### src/rtl/stream_mux_rr.sv
// rtl/stream_mux_rr.sv - N-to-1 packet stream mux with fixed-select or round-robin arbitration
module stream_mux_rr #(
  parameter int N    = 4,
  parameter int W    = 8,
  parameter int MODE = 1,
  parameter int SW   = $clog2(N)
) (
  input  logic           clk,
  input  logic           rst_n,
  input  logic [N-1:0]   in_valid,
  input  logic [N*W-1:0] in_data,
  input  logic [N-1:0]   in_last,
  output logic [N-1:0]   in_ready,
  input  logic [SW-1:0]  s,
  output logic [W-1:0]   y,
  output logic           y_valid,
  output logic           y_last,
  input  logic           y_ready,
  output logic [SW-1:0]  grant,
  output logic           busy
);

  localparam logic [0:0] ST_IDLE   = 1'b0;
  localparam logic [0:0] ST_LOCKED = 1'b1;

  logic [0:0]    state_q, state_d;
  logic [SW-1:0] ptr_q, ptr_d;
  logic [SW-1:0] grant_q, grant_d;
  logic [W-1:0]  y_q, y_d;
  logic          y_valid_q, y_valid_d;
  logic          y_last_q, y_last_d;

  logic [SW-1:0] rr_sel;
  logic [SW-1:0] rr_idx;
  logic          rr_hit;
  logic          fx_hit;
  logic          in_xfer;
  logic [W-1:0]  sel_data;
  logic          sel_last;
  int            idx;

  // First requesting channel at or above ptr, wrapping modulo N.
  always_comb begin
    rr_sel = '0;
    rr_hit = 1'b0;
    rr_idx = '0;
    idx    = 0;
    for (int k = 0; k < N; k++) begin
      idx    = (int'(ptr_q) + k) % N;
      rr_idx = SW'(idx);
      if (!rr_hit && in_valid[rr_idx]) begin
        rr_hit = 1'b1;
        rr_sel = rr_idx;
      end
    end
  end

  assign fx_hit = (int'(s) < N) && in_valid[s];

  always_comb begin
    in_ready = '0;
    if (state_q == ST_LOCKED) begin
      in_ready[grant_q] = !y_valid_q || y_ready;
    end
  end

  assign in_xfer  = |(in_valid & in_ready);
  assign sel_data = in_data[grant_q*W +: W];
  assign sel_last = in_last[grant_q];

  always_comb begin
    state_d = state_q;
    ptr_d   = ptr_q;
    grant_d = grant_q;
    case (state_q)
      ST_IDLE: begin
        if (MODE == 1) begin
          if (rr_hit) begin
            grant_d = rr_sel;
            state_d = ST_LOCKED;
          end
        end else if (fx_hit) begin
          grant_d = s;
          state_d = ST_LOCKED;
        end
      end
      default: begin
        if (in_xfer && sel_last) begin
          state_d = ST_IDLE;
          if (MODE == 1) begin
            ptr_d = (grant_q == SW'(N - 1)) ? '0 : grant_q + 1'b1;
          end
        end
      end
    endcase
  end

  // Output stage drains on its own; an accepted beat always overwrites it.
  always_comb begin
    y_d       = y_q;
    y_valid_d = y_valid_q;
    y_last_d  = y_last_q;
    if (in_xfer) begin
      y_d       = sel_data;
      y_last_d  = sel_last;
      y_valid_d = 1'b1;
    end else if (y_valid_q && y_ready) begin
      y_valid_d = 1'b0;
    end
  end

  always_ff @(posedge clk or negedge rst_n) begin
    if (!rst_n) begin
      state_q   <= ST_IDLE;
      ptr_q     <= '0;
      grant_q   <= '0;
      y_q       <= '0;
      y_valid_q <= 1'b0;
      y_last_q  <= 1'b0;
    end else begin
      state_q   <= state_d;
      ptr_q     <= ptr_d;
      grant_q   <= grant_d;
      y_q       <= y_d;
      y_valid_q <= y_valid_d;
      y_last_q  <= y_last_d;
    end
  end

  assign y       = y_q;
  assign y_valid = y_valid_q;
  assign y_last  = y_last_q;
  assign grant   = grant_q;
  assign busy    = (state_q == ST_LOCKED);

endmodule

### config.mk
export PLATFORM = sky130hd
export DESIGN_NAME = stream_mux_rr
export DESIGN_NICKNAME = d
export VERILOG_FILES = /design/src/rtl/stream_mux_rr.sv
export SDC_FILE = /design/constraint.sdc
export NUM_CORES = 1
export LEC_CHECK = 0
export CORE_ASPECT_RATIO = 1.5
export CORE_MARGIN = 2
export CORE_UTILIZATION = 36
export CTS_CLUSTER_SIZE = 20
export DETAILED_ROUTE_END_ITERATION = 10
export HOLD_SLACK_MARGIN = 0.02
export PLACE_DENSITY = 0.79
export SLEW_MARGIN = 0
export SYNTH_ARGS = -nofsm -noshare
export SYNTH_HDL_FRONTEND = slang
export SYNTH_SLANG_ARGS = --single-unit
### constraint.sdc
create_clock -name clk -period 3 [get_ports clk]
set_input_delay 0.45 -clock clk [delete_from_list [all_inputs] [get_ports clk]]
set_output_delay 0.45 -clock clk [all_outputs]
set_load 0.03 [all_outputs]
## Word level (Yosys, flattened, before mapping)

Cells that the tools add are included.

- Bits in registers: 15
- Input bits: 45

- $add $sub $neg: 4
- Order comparisons: 6
- Equality and inequality tests: 1
- Shift operators: 1
- Multiplexer cells: 27
- Bitwise operators: 3
- Reductions and logical operators: 15

Operators with widths:

| cell | number |
|---|---|
| $shiftx 32x6->8 | 1 |
| $lt 2x3->1 const B | 5 |
| $mux 1 | 15 |
| $bmux 1 s2 | 5 |
| $mux 2 | 5 |
| $and 4x4->4 | 2 |
| $logic_and 1x1->1 | 6 |
| $add 2x1->2 const B | 2 |
| $add 2x2->2 const B | 2 |
| $logic_not 1->1 | 4 |
| $mux 4 | 1 |
| $reduce_and 2->1 | 2 |
| $reduce_or 4->1 | 1 |
| $demux 1 s2 | 1 |
| $eq 2x2->1 const B | 1 |
| $ge 2x1->1 const B | 1 |
| $reduce_bool 2->1 | 1 |
| $logic_or 1x1->1 | 1 |
| $not 1->1 | 1 |

## Longest topological paths before layout

- Depth in word-level cells: 14
- Gate-level depth with buffers: 7
- Depth with buffers taken out: 6

## Worst setup path before layout

OpenSTA, ideal clock, no wires.

- Path type: register to register
- From: register grant_q[0], in the netlist grant[0]
- To: register ptr_q[0]
- Library setup time: 0.125 ns
- Arrival: 2.181 ns
- Required time: 2.875 ns
- Path slack: 0.694 ns
- Cell stages (with the launch flop): 8
- Buffers on the path: 1
- Clock period less this slack: 2.306 ns
- Cells stage by stage: dfrtp_1 buf_2 inv_1 ha_1 a22o_1 o211ai_4 nor2b_4 mux2_4

- Longest elaborated chain between the ends: 10
- Elaborated cells on any way between the ends: 16

Ends and longest elaborated chain:

| element | line | text |
|---|---|---|
| start, declared | 28 | `logic [SW-1:0] grant_q, grant_d;` |
| start signal, assigned | 123 | `grant_q <= grant_d;` |
| $lt 2x3->1 (not written as such) or $ge 2x1->1 (tied branches) | 63 | `in_ready[grant_q] = !y_valid_q \|\| y_ready;` |
| $logic_and 1x1->1 (not written as such) | 63 |  |
| $mux 1 (not written as such) | 63 |  |
| $demux 1 s2 | 63 |  |
| $and 4x4->4 (no source line) | -- |  |
| $mux 4 | 62 | `if (state_q == ST_LOCKED) begin` |
| $and 4x4->4 | 67 | `assign in_xfer = \|(in_valid & in_ready);` |
| $reduce_or 4->1 | 67 |  |
| $logic_and 1x1->1 | 88 | `if (in_xfer && sel_last) begin` |
| $reduce_and 2->1 (no source line) | -- |  |
| end signal, assigned | 122 | `ptr_q <= ptr_d;` |
| end, declared | 27 | `logic [SW-1:0] ptr_q, ptr_d;` |

Parallel ways exist; a longest one is shown, timed or not. The select of a mux whose other input is x is not followed.
A chain may end at the register's enable or synchronous reset.

## Worst setup path after layout

- From: input port y_ready
- To: output port in_ready[2]

- Longest elaborated chain between the ends: 3

Ends and longest elaborated chain:

| element | line | text |
|---|---|---|
| start, declared | 18 | `input logic y_ready,` |
| $logic_or 1x1->1 | 63 |  |
| $and 4x4->4 (no source line) | -- |  |
| $mux 4 | 62 |  |
| end, declared | 13 | `output logic [N-1:0] in_ready,` |

Every way passes these cells.

==> flow_summary.json <==
{
  "status": "completed",
  "synth_cell_types": 24,
  "synthesis.area_um2": 978,
  "hold_viol_final": 0,
  "critical_path.max_fanout": 6,
  "critPathKind": "in2out",
  "tightest_slew_ps": 642,
  "htree_levels": 1,
  "final.setup.tns_ps": 0,
  "syn_avg_cell_area_um2": 13.0,
  "area_growth_pct": 69.9,
  "final_antenna_net_count": 0,
  "final_cells": 174,
  "cp.arrival_ps": 2010,
  "holdPathStages": 1,
  "clock_latency_ps": 250,
  "cts_tree": "done",
  "grt_usage_pct": 18.0,
  "grt_pass1_wl_um": 4020,
  "gp_congestion": 0.727,
  "hold_slack_ps": 489,
  "p_total_mw": 1.64,
  "slew_headroom_pct": 57.1,
  "required_ps": 2550,
  "worst_slack_ps": 539,
  "vias_per_cell": 5.16,
  "cts_buffer_depth": 2,
  "leakagePower_nw": 0.684,
  "yosysTopAreaCell": "dfrtp_1",
  "hold_path.class": "reg2reg",
  "fp.dieW_um": 46.6,
  "fin_crit_sh_pct": 82.0,
  "wl_per_cell_um": 15.8,
  "initial_core_util_pct": 37.4,
  "finalMaxSlewViolations": 0,
  "port_buffers": 59,
  "rsz0062_at_grt": "no",
  "cts_root_buffer": "clkbuf_8",
  "io_pins": 62,
  "critPathLaunchType": "input pin",
  "drive_above_1_share_pct": 19.0,
  "rr_worst_depth": 6,
  "via_count": 898,
  "clock.fmax_ghz": 0.406,
  "synth_fp_nets": 124,
  "final_common_cell": "clkdlybuf4s50_1",
  "antenna_found_initial": 0,
  "hold_buffers": 0,
  "grt_start_max_net_pins": 16,
  "antenna_cells": 0,
  "power_per_cell_area_nw_per_um2": 988,
  "synth_top_area_share_pct": 38.4,
  "dpl.hpwl_um": 2290,
  "cp-end-kind": "output port",
  "drt-pass1-iter-count": 4,
  "setup_viol": 0,
  "path_clk_slew_ps": 60,
  "cts_num_sinks": 15,
  "die-height_um": 67.9,
  "syn-instance-count": 75,
  "ir_worst_vdd_v": 0.000509,
  "yosysSeqAreaShare_pct": 38.4,
  "grt_pass1_vias": 861,
  "ys_ff_latch": 15,
  "drc_errors": 0,
  "cts_resized": 0,
  "numCtsBuffers": 3,
  "cts_setup_buffers": 0,
  "die_area_um2": 3160,
  "preCtsSetupSlack_ps": 537,
  "routed_wl_um": 2750,
  "post-route-min-period_ps": 2460,
  "coreArea_um2": 2620,
  "layout_common_cells": "clkdlybuf4s50_1 (59), dfrtp_1 (15), mux4_2 (9)",
  "overflow": 0,
  "nNetsFinal": 187,
  "final_area_um2": 1660,
  "clock_skew_ps": 1.15,
  "fin_util_pct": 63.5,
  "synth_warnings": 0,
  "drt_first_iter_violations": 13,
  "rows": 23,
  "yosys-top-cells-area": "dfrtp_1 (38%), mux4_2 (21%), mux2_2 (9.2%)",
  "cap_violations": 0,
  "placed_area_um2": 1620,
  "dp_cells": 170
}
[final cells by class]
type | instances | area (um2)
Inverter | 6 | 22.5
Sequential cell | 15 | 375
Fill cell | 215 | 956
Tap cell | 37 | 46.3
Clock buffer | 4 | 45.0
Timing Repair Buffer | 61 | 606
Multi-Input combinational cell | 51 | 568
[flip-flops by register name, indices dropped and copies added (netlist names)]
signal   count
busy         1
grant        2
ptr_q        2
y            8
y_last       1
y_valid      1
[final timing paths]
| kind | startpoint | to | slack, ps |
|---|---|---|---|
| setup / recovery | y_ready | in_ready[2] | 540 |
| hold / removal | y_last | y_last | 490 |
| setup reg to reg | grant[0] | ptr_q[1] | 1130 |
| hold reg to reg | y_last | y_last | 490 |
| max in group asynchronous | rst_n | y[4] | 1990 |
| min in group asynchronous | rst_n | y[1] | 600 |
[kinds of logic after synthesis]
family / count (synthesis) / share of synthesized area, %
adders and majority gates: 4 / 5.12
and+or+nand+nor: 11 / 7.03
AOI/OAI and AO/OA: 16 / 11.9
muxes: 20 / 34.0
DFF: 15 / 38.4
buffers and inverters: 9 / 3.58
[where the power goes]
part | switching (mW) | internal (mW)
Clock | 0.0661 | 0.0940
Combinational | 0.533 | 0.553
Sequential | 0.0883 | 0.309
Total | 0.688 | 0.955
[Yosys cell counts]
cell       instances
ha_1               4
mux4_2             9
buf_2              1
a21o_1             1
nand2_1            1
nor4_1             1
clkbuf_1           2
dfrtp_1           15
inv_1              6
o21ai_0            6
a22o_1             2
mux2_4             2
o41ai_1            1
a22oi_1            1
mux2_2             8
o2bb2ai_1          1
nor2b_4            1
o211ai_4           1
nor2_1             2
mux2i_1            1
and3_1             4
and2_1             1
a21oi_1            3
nand2b_1           1
[worst max-delay path, stage by stage]
cell,delay (ps)
clkdlybuf4s50_1,450
nand2b_1,230
and3_1,200
clkdlybuf4s50_1,680
[metal layers]
layer  vias to the layer above  GRT usage [%]  wire [um]
met3                         5           6.86        392
met5                         -              0          0
met4                         0           6.43         39
met1                       431           19.4       1010
met2                        54           31.1       1310
li1                        408              -          -
Power figures use the tool's default switching activity.
